File: src/rtl/fetch_pkg.sv
// Shared types and constants for the 6502 instruction fetch front end:
// FSM states, addressing modes, opcode overrides and a zero-page helper.
package fetch_pkg;

  localparam int DATA_W = 8;
  localparam int ADDR_W = 16;

  typedef enum logic [3:0] {
    FETCH_OP,
    WAIT_OP,
    FETCH_LO,
    WAIT_LO,
    FETCH_HI,
    WAIT_HI,
    PTR_LO,
    WAIT_PLO,
    PTR_HI,
    WAIT_PHI,
    ISSUE,
    WAIT_DONE
  } state_e;

  typedef enum logic [3:0] {
    M_IMP,
    M_IMM,
    M_ZPG,
    M_ZPX,
    M_ZPY,
    M_ABS,
    M_ABX,
    M_ABY,
    M_IZX,
    M_IZY,
    M_REL
  } mode_e;

  localparam logic [DATA_W-1:0] OP_BRK    = 8'h00;
  localparam logic [DATA_W-1:0] OP_JSR    = 8'h20;
  localparam logic [DATA_W-1:0] OP_RTI    = 8'h40;
  localparam logic [DATA_W-1:0] OP_RTS    = 8'h60;
  localparam logic [DATA_W-1:0] OP_STX_ZY = 8'h96;
  localparam logic [DATA_W-1:0] OP_LDX_ZY = 8'hB6;
  localparam logic [DATA_W-1:0] OP_LDX_AY = 8'hBE;

  function automatic logic [ADDR_W-1:0] zp(
    input logic [DATA_W-1:0] b
  );
    return {{(ADDR_W-DATA_W){1'b0}}, b};
  endfunction

endpackage

File: src/rtl/fetch_len_decode.sv
// Opcode -> addressing mode and instruction length (1-3 bytes).
// Pure combinational so a disassembler or trace unit can reuse it.
module fetch_len_decode
  import fetch_pkg::*;
(
  input  logic [DATA_W-1:0] i_op,
  output mode_e             o_mode,
  output logic [1:0]        o_len
);

  logic [2:0] w_bbb;
  logic [1:0] w_cc;

  assign w_bbb = i_op[4:2];
  assign w_cc  = i_op[1:0];

  always_comb begin
    o_mode = M_IMP;
    o_len  = 2'd1;
    if (w_cc == 2'b01) begin
      case (w_bbb)
        3'd0: o_mode = M_IZX;
        3'd1: o_mode = M_ZPG;
        3'd2: o_mode = M_IMM;
        3'd3: o_mode = M_ABS;
        3'd4: o_mode = M_IZY;
        3'd5: o_mode = M_ZPX;
        3'd6: o_mode = M_ABY;
        default: o_mode = M_ABX;
      endcase
    end else if (w_cc != 2'b11) begin
      case (w_bbb)
        3'd0: o_mode = M_IMM;
        3'd1: o_mode = M_ZPG;
        3'd3: o_mode = M_ABS;
        3'd4: o_mode = (w_cc == 2'b00) ? M_REL : M_IMP;
        3'd5: o_mode = M_ZPX;
        3'd7: o_mode = M_ABX;
        default: o_mode = M_IMP;
      endcase
    end
    case (i_op)
      OP_BRK, OP_RTI, OP_RTS: o_mode = M_IMP;
      OP_JSR:                 o_mode = M_ABS;
      OP_STX_ZY, OP_LDX_ZY:   o_mode = M_ZPY;
      OP_LDX_AY:              o_mode = M_ABY;
      default: ;
    endcase
    unique case (1'b1)
      (o_mode == M_IMP): o_len = 2'd1;
      (o_mode inside {M_ABS, M_ABX, M_ABY}): o_len = 2'd3;
      default: o_len = 2'd2;
    endcase
  end

endmodule

File: src/rtl/fetch_unit.sv
// 6502 instruction fetch / effective-address front end feeding the decoder.
// Define FETCH_INDIRECT_EN to resolve (zp,X) and (zp),Y through pointer reads.
module fetch_unit
  import fetch_pkg::*;
#(
  parameter int                REG_WIDTH  = DATA_W,
  parameter int                ADDR_WIDTH = ADDR_W,
  parameter logic [ADDR_W-1:0] RESET_PC   = 16'h8000
) (
  input  logic                  clk,
  input  logic                  reset_n,
  output logic [ADDR_WIDTH-1:0] mem_addr,
  output logic                  mem_rd,
  input  logic [REG_WIDTH-1:0]  mem_data,
  input  logic                  mem_valid,
  input  logic [REG_WIDTH-1:0]  x_in,
  input  logic [REG_WIDTH-1:0]  y_in,
  output logic [REG_WIDTH-1:0]  instruction,
  output logic [ADDR_WIDTH-1:0] addr,
  output logic [REG_WIDTH-1:0]  operand,
  output logic                  instruction_ready,
  input  logic                  instruction_done,
  input  logic                  pc_load,
  input  logic [ADDR_WIDTH-1:0] pc_load_val,
  output logic [ADDR_WIDTH-1:0] pc
);

`ifdef FETCH_INDIRECT_EN
  localparam bit IND_EN = 1'b1;
`else
  localparam bit IND_EN = 1'b0;
`endif

  state_e                r_state;
  mode_e                 r_mode;
  logic [1:0]            r_len;
  logic [REG_WIDTH-1:0]  r_op;
  logic [REG_WIDTH-1:0]  r_lo;
  logic [REG_WIDTH-1:0]  r_hi;
  logic [REG_WIDTH-1:0]  r_plo;
  logic [ADDR_WIDTH-1:0] r_opnd_pc;
  logic                  r_armed;

  mode_e                 w_mode;
  logic [1:0]            w_len;
  logic [ADDR_WIDTH-1:0] w_pc_inc;
  logic [ADDR_WIDTH-1:0] w_abs;
  logic [REG_WIDTH-1:0]  w_zpx;
  logic [REG_WIDTH-1:0]  w_zpy;
  logic [REG_WIDTH-1:0]  w_ptr;
  logic [REG_WIDTH-1:0]  w_ptr_nx;
  logic [ADDR_WIDTH-1:0] w_ea;
  state_e                w_ops_next;

  fetch_len_decode u_dec (
    .i_op   (mem_data),
    .o_mode (w_mode),
    .o_len  (w_len)
  );

  assign w_pc_inc = pc + ADDR_WIDTH'(1);
  assign w_abs    = {r_hi, r_lo};
  assign w_zpx    = r_lo + x_in;
  assign w_zpy    = r_lo + y_in;
  assign w_ptr    = (r_mode == M_IZX) ? w_zpx : r_lo;
  assign w_ptr_nx = w_ptr + REG_WIDTH'(1);

  assign w_ops_next =
    (IND_EN && (r_mode == M_IZX || r_mode == M_IZY)) ?
    PTR_LO : ISSUE;

  always_comb begin
    w_ea = '0;
    case (r_mode)
      M_IMM, M_REL: w_ea = r_opnd_pc;
      M_ZPG: w_ea = zp(r_lo);
      M_ZPX: w_ea = zp(w_zpx);
      M_ZPY: w_ea = zp(w_zpy);
      M_ABS: w_ea = w_abs;
      M_ABX: w_ea = w_abs + zp(x_in);
      M_ABY: w_ea = w_abs + zp(y_in);
      M_IZX: w_ea = IND_EN ? {r_hi, r_plo} : zp(w_zpx);
      M_IZY: w_ea = IND_EN ? {r_hi, r_plo} + zp(y_in) : zp(r_lo);
      default: w_ea = '0;
    endcase
  end

  always_ff @(posedge clk or negedge reset_n) begin
    if (!reset_n) begin
      r_state           <= FETCH_OP;
      r_mode            <= M_IMP;
      r_len             <= 2'd1;
      r_op              <= '0;
      r_lo              <= '0;
      r_hi              <= '0;
      r_plo             <= '0;
      r_opnd_pc         <= '0;
      r_armed           <= 1'b0;
      pc                <= RESET_PC;
      mem_addr          <= '0;
      mem_rd            <= 1'b0;
      instruction       <= '0;
      addr              <= '0;
      operand           <= '0;
      instruction_ready <= 1'b0;
    end else begin
      mem_rd <= 1'b0;
      case (r_state)
        FETCH_OP: begin
          mem_addr <= pc;
          mem_rd   <= 1'b1;
          r_state  <= WAIT_OP;
        end
        WAIT_OP: if (mem_valid) begin
          r_op      <= mem_data;
          r_mode    <= w_mode;
          r_len     <= w_len;
          r_lo      <= '0;
          r_hi      <= '0;
          r_opnd_pc <= w_pc_inc;
          pc        <= w_pc_inc;
          r_state   <= (w_len == 2'd1) ? ISSUE : FETCH_LO;
        end
        FETCH_LO: begin
          mem_addr <= pc;
          mem_rd   <= 1'b1;
          r_state  <= WAIT_LO;
        end
        WAIT_LO: if (mem_valid) begin
          r_lo    <= mem_data;
          pc      <= w_pc_inc;
          r_state <= (r_len == 2'd3) ? FETCH_HI : w_ops_next;
        end
        FETCH_HI: begin
          mem_addr <= pc;
          mem_rd   <= 1'b1;
          r_state  <= WAIT_HI;
        end
        WAIT_HI: if (mem_valid) begin
          r_hi    <= mem_data;
          pc      <= w_pc_inc;
          r_state <= w_ops_next;
        end
        // pointer reads stay in page zero and leave pc alone
        PTR_LO: begin
          mem_addr <= zp(w_ptr);
          mem_rd   <= 1'b1;
          r_state  <= WAIT_PLO;
        end
        WAIT_PLO: if (mem_valid) begin
          r_plo   <= mem_data;
          r_state <= PTR_HI;
        end
        PTR_HI: begin
          mem_addr <= zp(w_ptr_nx);
          mem_rd   <= 1'b1;
          r_state  <= WAIT_PHI;
        end
        WAIT_PHI: if (mem_valid) begin
          r_hi    <= mem_data;
          r_state <= ISSUE;
        end
        ISSUE: begin
          instruction       <= r_op;
          addr              <= w_ea;
          operand           <= r_lo;
          instruction_ready <= 1'b1;
          r_armed           <= 1'b0;
          r_state           <= WAIT_DONE;
        end
        WAIT_DONE: begin
          if (!r_armed) begin
            r_armed <= 1'b1;
          end else if (instruction_done) begin
            instruction_ready <= 1'b0;
            r_state           <= FETCH_OP;
            if (pc_load) pc <= pc_load_val;
          end
        end
        default: r_state <= FETCH_OP;
      endcase
    end
  end

endmodule
File: config.mk
export PLATFORM = sky130hd
export DESIGN_NAME = fetch_unit
export DESIGN_NICKNAME = d
export VERILOG_FILES = /design/src/rtl/fetch_pkg.sv /design/src/rtl/fetch_len_decode.sv /design/src/rtl/fetch_unit.sv
export SDC_FILE = /design/constraint.sdc
export NUM_CORES = 1
export LEC_CHECK = 0
export CORE_MARGIN = 2
export CORE_UTILIZATION = 45
export DETAILED_ROUTE_END_ITERATION = 16
export GPL_TIMING_DRIVEN = 1
export PLACE_DENSITY = 0.77
export SLEW_MARGIN = 10
export SYNTH_ARGS = -nofsm -noshare
export SYNTH_HDL_FRONTEND = slang
export SYNTH_SLANG_ARGS = --single-unit
File: constraint.sdc
create_clock -name clk -period 3.6 [get_ports clk]
set_clock_uncertainty 0.15 [all_clocks]
set_input_delay 0.9 -clock clk [delete_from_list [all_inputs] [get_ports clk]]
set_output_delay 0.9 -clock clk [all_outputs]
set_load 0.05 [all_outputs]
Word level (Yosys, flattened, before mapping)
Index checks and enable logic that the tools add are counted.

Output and inout port bits: 66. Input port bits: 45. Logic and storage cells: 129. Register bits after elaboration: 117.

Multiplexer cells: 33. Reductions and logical operators: 26. Eq/ne operators: 49. Add/sub/neg operators: 6.

Operators by type and width (count): one-hot mux 16 bit (7 select lines) (1); two-way mux 16 bit (4); one-hot mux 16 bit (3 select lines) (1); equality test 4 x 3 -> 1 bit, second input constant (11); two-way mux 4 bit (11); one-hot mux 4 bit (11 select lines) (1); adder 16 x 8 -> 16 bit (2); one-hot mux 16 bit (2 select lines) (1); one-hot mux 8 bit (2 select lines) (2); equality test 4 bit, second input constant (7); one-hot mux 4 bit (7 select lines) (1); equality test 8 bit, second input constant (3); two-way mux 8 bit (3); one-hot mux 4 bit (6 select lines) (1); adder 16 x 1 -> 16 bit, second input constant (1); adder 8 bit (2); equality test 4 x 2 -> 1 bit, second input constant (4); equality test 8 x 7 -> 1 bit, second input constant (2); one-hot mux 4 bit (4 select lines) (1); inequality test 2 bit, second input constant (7); equality test 3 bit, second input constant (4); OR reduction 2 bit (5); AND reduction 3 bit (3); OR reduction 3 bit (3); other kinds (21) (33).

Depth between registers and ports, before layout
Gate-level depths: netlist of run 1.

Depth after elaboration: 13. Depth in mapped cells: 15. Mapped depth without buffers: 14.

Modules after synthesis
A second synthesis of run 1 with hierarchy kept.

Cells, all modules: 841. Area total of the unflattened synthesis: 7372.1 um^2.

Modules (own cells, without submodules): fetch_unit (instances 1, cells each 796, area each 7094.3 um^2, sequential area each 2930.3 um^2); fetch_len_decode (instances 1, cells each 45, area each 277.8 um^2, sequential area each 0.0 um^2).

Worst setup path after synthesis of run 1
OpenSTA, ideal clock, no wires.

Kind: flip-flop to flip-flop. Start point: register r_mode[2]. End point: register addr[10]. Arrival time: 3.093 ns. Required time: 3.324 ns. Period minus slack after synthesis: 3.369 ns. Cell stages (with the launch flop): 16. Slack: 0.231 ns. Cell sequence: dfrtp_1 -> buf_2 -> nor2b_1 -> and2_0 -> nand2_1 -> mux2_2 -> ha_1 -> inv_1 -> fa_1 -> nor2b_1 -> o21a_1 -> o21a_1 -> o31a_1 -> o21ai_1 -> a2111oi_0 -> a311o_1.

Cells in the longest elaborated chain, start to end: 3. Elaborated cells between the ends (all ways): 14.

Ends and longest elaborated chain: start, declared (line fetch_unit.sv:35) `mode_e r_mode;`; start signal, assigned (line fetch_unit.sv:116) `r_mode <= w_mode;`; equality test 4 bit, or another cell as far along (line fetch_unit.sv:74) `case (r_mode)`; OR reduction 2 bit (on tied branches); one-hot mux 16 bit (7 select lines) * (line fetch_unit.sv:74); end signal, assigned (line fetch_unit.sv:165) `addr <= w_ea;`; end, declared (line fetch_unit.sv:19) `output logic [ADDR_WIDTH-1:0] addr,`.

Mark *: on every way between the ends. The rest lies on a longest branch, timed or not. A chain may end at the register's enable or synchronous reset.

Worst setup path after layout of run 1
Start point: input port x_in[0]. End point: register mem_addr[6].

Cells in the longest elaborated chain, start to end: 4.

Ends and longest elaborated chain: start, declared (line fetch_unit.sv:16) `input logic [REG_WIDTH-1:0] x_in,`; adder 8 bit * (line fetch_unit.sv:63) `assign w_zpx = r_lo + x_in;`; two-way mux 8 bit * (line fetch_unit.sv:65) `assign w_ptr = (r_mode == M_IZX) ? w_zpx : r_lo;`; adder 8 x 1 -> 8 bit (line fetch_unit.sv:66) `assign w_ptr_nx = w_ptr + REG_WIDTH'(1);`; one-hot mux 16 bit (3 select lines) * (line fetch_unit.sv:108) `case (r_state)`; end signal, assigned (line fetch_unit.sv:110) `mem_addr <= pc;`; end signal, assigned (line fetch_unit.sv:125) `mem_addr <= pc;`; end signal, assigned (line fetch_unit.sv:135) `mem_addr <= pc;`; end, declared (line fetch_unit.sv:12) `output logic [ADDR_WIDTH-1:0] mem_addr,`.

Marks and branches as above.

==> flow_metrics.env, run 1 <==
export IMPL_outcome="complete, no violations"
export IMPL_worstPathMaxFanout=4
export IMPL_routed_via_count=6847
export IMPL_synth_async_reset_ratio=1.00
export IMPL_drt_iter0_drc=621
export IMPL_placed_cells_incl_taps=1160
export IMPL_insertedDiodeCount=0
export IMPL_global_route_overflow_total=0
export IMPL_synthesis_nets=892
export IMPL_vdd_ir_drop_worst_mv=0.634
export IMPL_core_region_area_um2=15800
export IMPL_cts_clk_slew_worst_paths_ns=0.05
export IMPL_drt_antenna_violating_nets=0
export IMPL_timing_final_hold_violations=0
export IMPL_remaining_routing_drc_violations=0
export IMPL_die_y_um=131
export IMPL_finish_net_count=1035
export IMPL_syn_area_per_cell_um2=8.82
export IMPL_post_drt_wl_per_cell_um=17.9
export IMPL_number_of_global_route_vias_before_repair=6546
export IMPL_number_of_buffers_inserted_by_post_cts_setup_repair=0
export IMPL_synth_edff_count=0
export IMPL_cts_root_buffer="clkbuf_16"
export IMPL_startpoint="x_in[0]"
export IMPL_cap_violations=0
export IMPL_max_freq_mhz=287
export IMPL_hold_path_class="flip-flop to flip-flop"
export IMPL_grt_pass1_wl_um=34300
export IMPL_layout_area_overhead_vs_synth_pct=30.3
export IMPL_clock_sinks=117
export IMPL_holdCritStartpoint="r_op[7]"
export IMPL_top_level_ports=111
export IMPL_finalMaxSlewViolations=0
export IMPL_yosys_most_used_dff="dfrtp_1"
export IMPL_max_slew_worst_pin_slew_ns=1.20
export IMPL_vias_per_cell=5.74
export IMPL_setup_viol=0
export IMPL_worstSetupPathType="input port to flip-flop"
export IMPL_initial_core_util=0.459
export IMPL_grt_util_all_layers=0.260
export IMPL_gp_congestion=0.949
export IMPL_final_cell_area_um2=9430
export IMPL_num_rows=46
export IMPL_required_ns=3.79
export IMPL_power_density_nw_per_um2=1000
export IMPL_share_of_final_layout_standard_cells_stronger_than_drive_strength_1=0.140
export IMPL_ys_types=75
export IMPL_yosys_register_bits=117
export IMPL_worst_ep_arrival_time_ns=3.67
export IMPL_synth_area_um2=7230
export IMPL_clk_latency_ns=0.42
export IMPL_end_kind="flip-flop"
export IMPL_ctsLongestPathBuffers=2
export IMPL_finalHoldWorstSlack_ns=0.324
export IMPL_numPortBuffers=110
export IMPL_place_hpwl_um=15800
export IMPL_cts_inserted_buffers=17
export IMPL_yosysSeqAreaShare=0.405
export IMPL_placedInstanceArea_um2=8860
export IMPL_cts_tree="done"
export IMPL_worstReg2RegStart="r_mode[2]"
export IMPL_final_clock_period_utilization_by_the_worst_path=0.967
export IMPL_startpoint_type="input port"
export IMPL_grt_antenna_before_repair=0
export IMPL_post_synth_inst_count=820
export IMPL_number_of_detailed_routing_iterations_run_before_antenna_repair=6
export IMPL_final_setup_worst_slack_ns=0.121
export IMPL_unrepaired_setup_endpoints_after_global_routing="false"
export IMPL_largest_net_degree_at_the_start_of_global_routing=52
export IMPL_drt_total_wl_um=21400
export IMPL_final_cell_count_no_fill=1192
export IMPL_setup_total_negative_slack_ns=0
export IMPL_cts_htree_levels=4
export IMPL_slew_limit_headroom=0.196
export IMPL_power_leakage_nw=4.12
export IMPL_fin_crit_ns=3.48
export IMPL_die_width_um=131
export IMPL_floorplan_die_area_um2=17100
export IMPL_dpl_worst_slack_ns=-0.221
export IMPL_yosys_warnings=0
flip-flops by register name, indices dropped and copies added (netlist names), 2 cells and up:
name	flops
r_mode	4
operand	8
addr	16
instruction	8
r_hi	8
pc	16
r_state	4
r_lo	8
r_len	2
r_opnd_pc	16
r_op	8
mem_addr	16
metrics by stage:
stage | util | power, mW
after global placement | 0.562 | 7.69
after detailed placement | 0.562 | 7.78
after global routing | 0.598 | 10.0
final | 0.598 | 9.44
after floorplan | - | 5.97
after CTS | 0.597 | 9.41
where the power goes:
group	leakage (nW)	switching [mW]	internal (mW)
Clock	0.258	0.610	0.983
Combinational	2.39	3.21	2.02
Sequential	1.47	0.688	1.92
cell usage after synthesis, types with 5 or more instances:
library cell    n  share of area
xor2_1         14          0.017
a22oi_1        16          0.017
mux2i_1         7         0.0097
o22ai_1        14          0.012
o21a_1          6         0.0062
or2_2           5         0.0043
buf_2           7         0.0048
nor2b_1         5         0.0043
o21ai_0        63          0.044
nor3b_1         5         0.0052
ha_1           24          0.042
a22o_1         16          0.019
xnor2_1        18          0.022
dfrtp_1       115           0.40
and3_1          8         0.0069
a21o_1         12          0.012
nor3_1         11         0.0076
mux2_2         25          0.039
a31oi_1         7         0.0061
nand3_1        31          0.021
a21oi_1        55          0.038
nor2_1         68          0.035
clkbuf_1       31          0.016
inv_1          17         0.0088
o21ai_1         5         0.0035
nand2b_1       13          0.011
nand2_1       136          0.071
logic make-up (layout without fill, tap and decap cells):
family | after synthesis | count (layout) | synth area share
simple gates | 309 | 309 | 0.201
compound gates | 240 | 240 | 0.218
flops | 117 | 117 | 0.405
buf+inv | 62 | 218 | 0.0370
mux | 33 | 33 | 0.0507
xor+xnor | 32 | 32 | 0.0387
fa+ha+maj | 27 | 27 | 0.0498
final timing paths:
path                                to  slack (ns)  cells after the start
min                            r_op[7]        0.32                      2
max                        mem_addr[6]        0.12                     11
max reg2reg                   addr[10]        0.27                     15
min reg2reg                    r_op[7]        0.32                      2
max in group asynchronous     r_len[0]        2.15                      2
min in group asynchronous   operand[6]        0.34                      1
worst max-delay path, cell delays in order:
cell	delay [ns]
clkdlybuf4s50_1	0.45
ha_1	0.25
fa_1	0.42
a211oi_2	0.34
nor2_1	0.13
o311ai_2	0.31
mux2i_1	0.21
buf_4	0.22
o21ai_0	0.20
a22oi_1	0.11
o21ai_0	0.11
layer usage:
layer	track usage	wire, um
met5	0	0
met4	0.0945	666
met3	0.0501	1530
met2	0.403	9580
met1	0.364	9590
placed cells by master, fill, tap and decap left out, types with 14 or more instances in the layout:
master           instances
inv_1                   17
a22oi_1                 16
o21ai_0                 63
o22ai_1                 14
clkdlybuf4s50_1        109
clkbuf_16               17
ha_1                    24
a21oi_1                 54
dfrtp_1                115
nor2_1                  68
xnor2_1                 18
xor2_1                  14
mux2_2                  25
nand2_1                136
buf_4                   59
a22o_1                  16
nand3_1                 30
area by class of cell:
class | count | area (um^2)
Sequential cell | 117 | 2930
Tap cell | 216 | 270
Timing Repair Buffer | 169 | 1550
Fill cell | 1418 | 6340
Multi-Input combinational cell | 641 | 4040
Clock inverter | 11 | 103
Clock buffer | 21 | 460
Inverter | 17 | 63.8
timing repair:
item,in CTS,in global routing
resized for setup,0,1
hold buffers,0,0
endpoints found under the setup margin,0,1
Note: power is estimated with default switching activity, not from simulation.
==> inputs of run 2 (changes only) <==
Settings changed: CAP_MARGIN from default to 5.
==> results of run 2 <==
Same layout as run 1: the final DEF is identical, and so are final timing and power.
==> inputs of run 3 (changes only) <==
Settings changed: CORE_MARGIN 2 to default.
==> run 3 against run 2 <==
Against the previous run:
- core utilization rose by 1.2 points
- first-iteration DRC count fell by 9.7%
- critical path depth rose by 1
- global-route usage rose by 0.63 points
- hold slack got worse by 0.024 ns
- wire length fell by 2.1%
- clock power rose by 3%
- sequential share of layout area rose by 0.074 points
- count of clock-buffer cells in the layout fell by 1
- final cell count fell by 0.76%
- largest cell class unchanged
- highest routed layer unchanged
==> flow_metrics.env, run 3 (synthesized netlist as in run 1, its figures left out) <==
export IMPL_floorplan_die_area_um2=16600
export IMPL_post_cts_resize_count=0
export IMPL_end_kind="flip-flop"
export IMPL_cts_clk_slew_worst_paths_ns=0.06
export IMPL_finalMaxSlewViolations=0
export IMPL_cap_violations=0
export IMPL_hold_path_class="input port to async pin"
export IMPL_clk_latency_ns=0.43
export IMPL_max_slew_worst_pin_slew_ns=0.925
export IMPL_num_rows=45
export IMPL_clock_sinks=117
export IMPL_gp_congestion=0.988
export IMPL_worst_ep_arrival_time_ns=3.57
export IMPL_numPortBuffers=110
export IMPL_grt_util_all_layers=0.266
export IMPL_grt_pass1_wl_um=33900
export IMPL_worstSetupPathType="flip-flop to flip-flop"
export IMPL_layout_core_utilization=0.609
export IMPL_timing_final_hold_violations=0
export IMPL_cts_tree="done"
export IMPL_number_of_buffers_inserted_by_post_cts_setup_repair=0
export IMPL_remaining_routing_drc_violations=0
export IMPL_finish_net_count=1031
export IMPL_required_ns=3.75
export IMPL_outcome="complete, no violations"
export IMPL_cts_root_buffer="clkbuf_16"
export IMPL_drt_iter0_drc=561
export IMPL_global_route_overflow_total=0
export IMPL_grt_antenna_before_repair=0
export IMPL_power_leakage_nw=4.12
export IMPL_mostFrequentLayoutCells="135 x nand2_1, 115 x dfrtp_1, 109 x clkdlybuf4s50_1, 68 x nor2_1, 63 x o21ai_0"
export IMPL_worstPathMaxFanout=8
export IMPL_final_fill_count=1349
export IMPL_drt_antenna_violating_nets=0
export IMPL_number_of_global_route_vias_before_repair=6519
export IMPL_initial_core_util=0.469
export IMPL_finalHoldWorstSlack_ns=0.301
export IMPL_fin_crit_ns=3.42
export IMPL_routed_via_count=6837
export IMPL_top_level_ports=111
export IMPL_largest_net_degree_at_the_start_of_global_routing=58
export IMPL_startpoint_type="flip-flop"
export IMPL_power_total_mw=9.42
export IMPL_slew_limit_headroom=0.379
export IMPL_insertedDiodeCount=0
export IMPL_vias_per_cell=5.78
export IMPL_ctsLongestPathBuffers=2
export IMPL_layout_area_overhead_vs_synth_pct=30.0
export IMPL_cts_inserted_buffers=17
export IMPL_final_clock_period_utilization_by_the_worst_path=0.949
export IMPL_post_drt_wl_per_cell_um=17.7
export IMPL_number_of_detailed_routing_iterations_run_before_antenna_repair=8
export IMPL_setup_viol=0
export IMPL_cts_hold_repair_buffers=0
export IMPL_cts_htree_levels=4
export IMPL_max_freq_mhz=293
export IMPL_layout_cells_most_common="nand2_1"
export IMPL_drt_total_wl_um=20900
export IMPL_unrepaired_setup_endpoints_after_global_routing="false"
export IMPL_share_of_final_layout_standard_cells_stronger_than_drive_strength_1=0.136
export IMPL_place_hpwl_um=15300
export IMPL_vdd_ir_drop_worst_mv=0.489
export IMPL_die_width_um=129
export IMPL_die_y_um=129
export IMPL_power_density_nw_per_um2=1000
export IMPL_core_region_area_um2=15400
==> run 3: cell types whose count changed in the layout (fill, tap and decap cells not counted), sizes merged <==
cell / before / now
bufinv: 1 / 2
buf: 60 / 56
clkbuf: 21 / 20
clkinvlp: 6 / 2
clkinv: 3 / 8
inv: 18 / 17
==> run 3: through the flow <==
step	setup TNS, ns	setup slack [ns]	instances	instance area, um^2
after floorplan	0	0.231	820	7230
after global placement	-0.375	-0.132	1151	8820
after detailed placement	-0.757	-0.219	1151	8820
after CTS	0	0.119	1183	9390
after global routing	0	0.00186	1183	9400
final	0	0.182	1183	9400
==> run 3: per-layer routing <==
| layer | wire length [um] | track usage |
|---|---|---|
| met5 | 0 | 0 |
| met4 | 486 | 0.0955 |
| met3 | 1480 | 0.0524 |
| met2 | 9510 | 0.419 |
| met1 | 9460 | 0.365 |
==> run 3: area by class of cell <==
cell class                      instances  area, um^2  area share
Clock buffer                           20         437      0.0464
Clock inverter                         12         134      0.0142
Inverter                               17        63.8     0.00679
Multi-Input combinational cell        641        4050       0.431
Sequential cell                       117        2930       0.312
Tap cell                              211         264      0.0281
Timing Repair Buffer                  165        1520       0.162
==> run 3: power by group <==
| group | switching [mW] | leakage [nW] | internal, mW |
|---|---|---|---|
| clock | 0.624 | 0.274 | 1.02 |
| combinational | 3.16 | 2.37 | 1.99 |
| sequential | 0.706 | 1.47 | 1.92 |
| total | 4.49 | 4.12 | 4.93 |
==> run 3: worst paths after layout <==
check,from,endpoint,slack [ns],cells after the start
worst max-delay path,r_mode[2],addr[7],0.18,12
worst min-delay path,reset_n,r_op[5],0.30,1
worst max register to register,r_mode[2],addr[7],0.18,12
worst min register to register,addr[3],addr[3],0.33,2
max in group asynchronous,reset_n,pc[15],2.27,2
min in group clk,addr[3],addr[3],0.33,2
==> run 3: critical path, cell delays in order (launching register included) <==
cell and delay, ns:
dfrtp_1 0.37, nor2b_1 0.14, and2_0 0.18, nand2_2 0.21, mux2_2 0.40, ha_1 0.31
a41o_1 0.25, a21oi_1 0.13, o31ai_1 0.11, or2_2 0.28, a32oi_1 0.33, a31oi_1 0.14
a221o_1 0.29
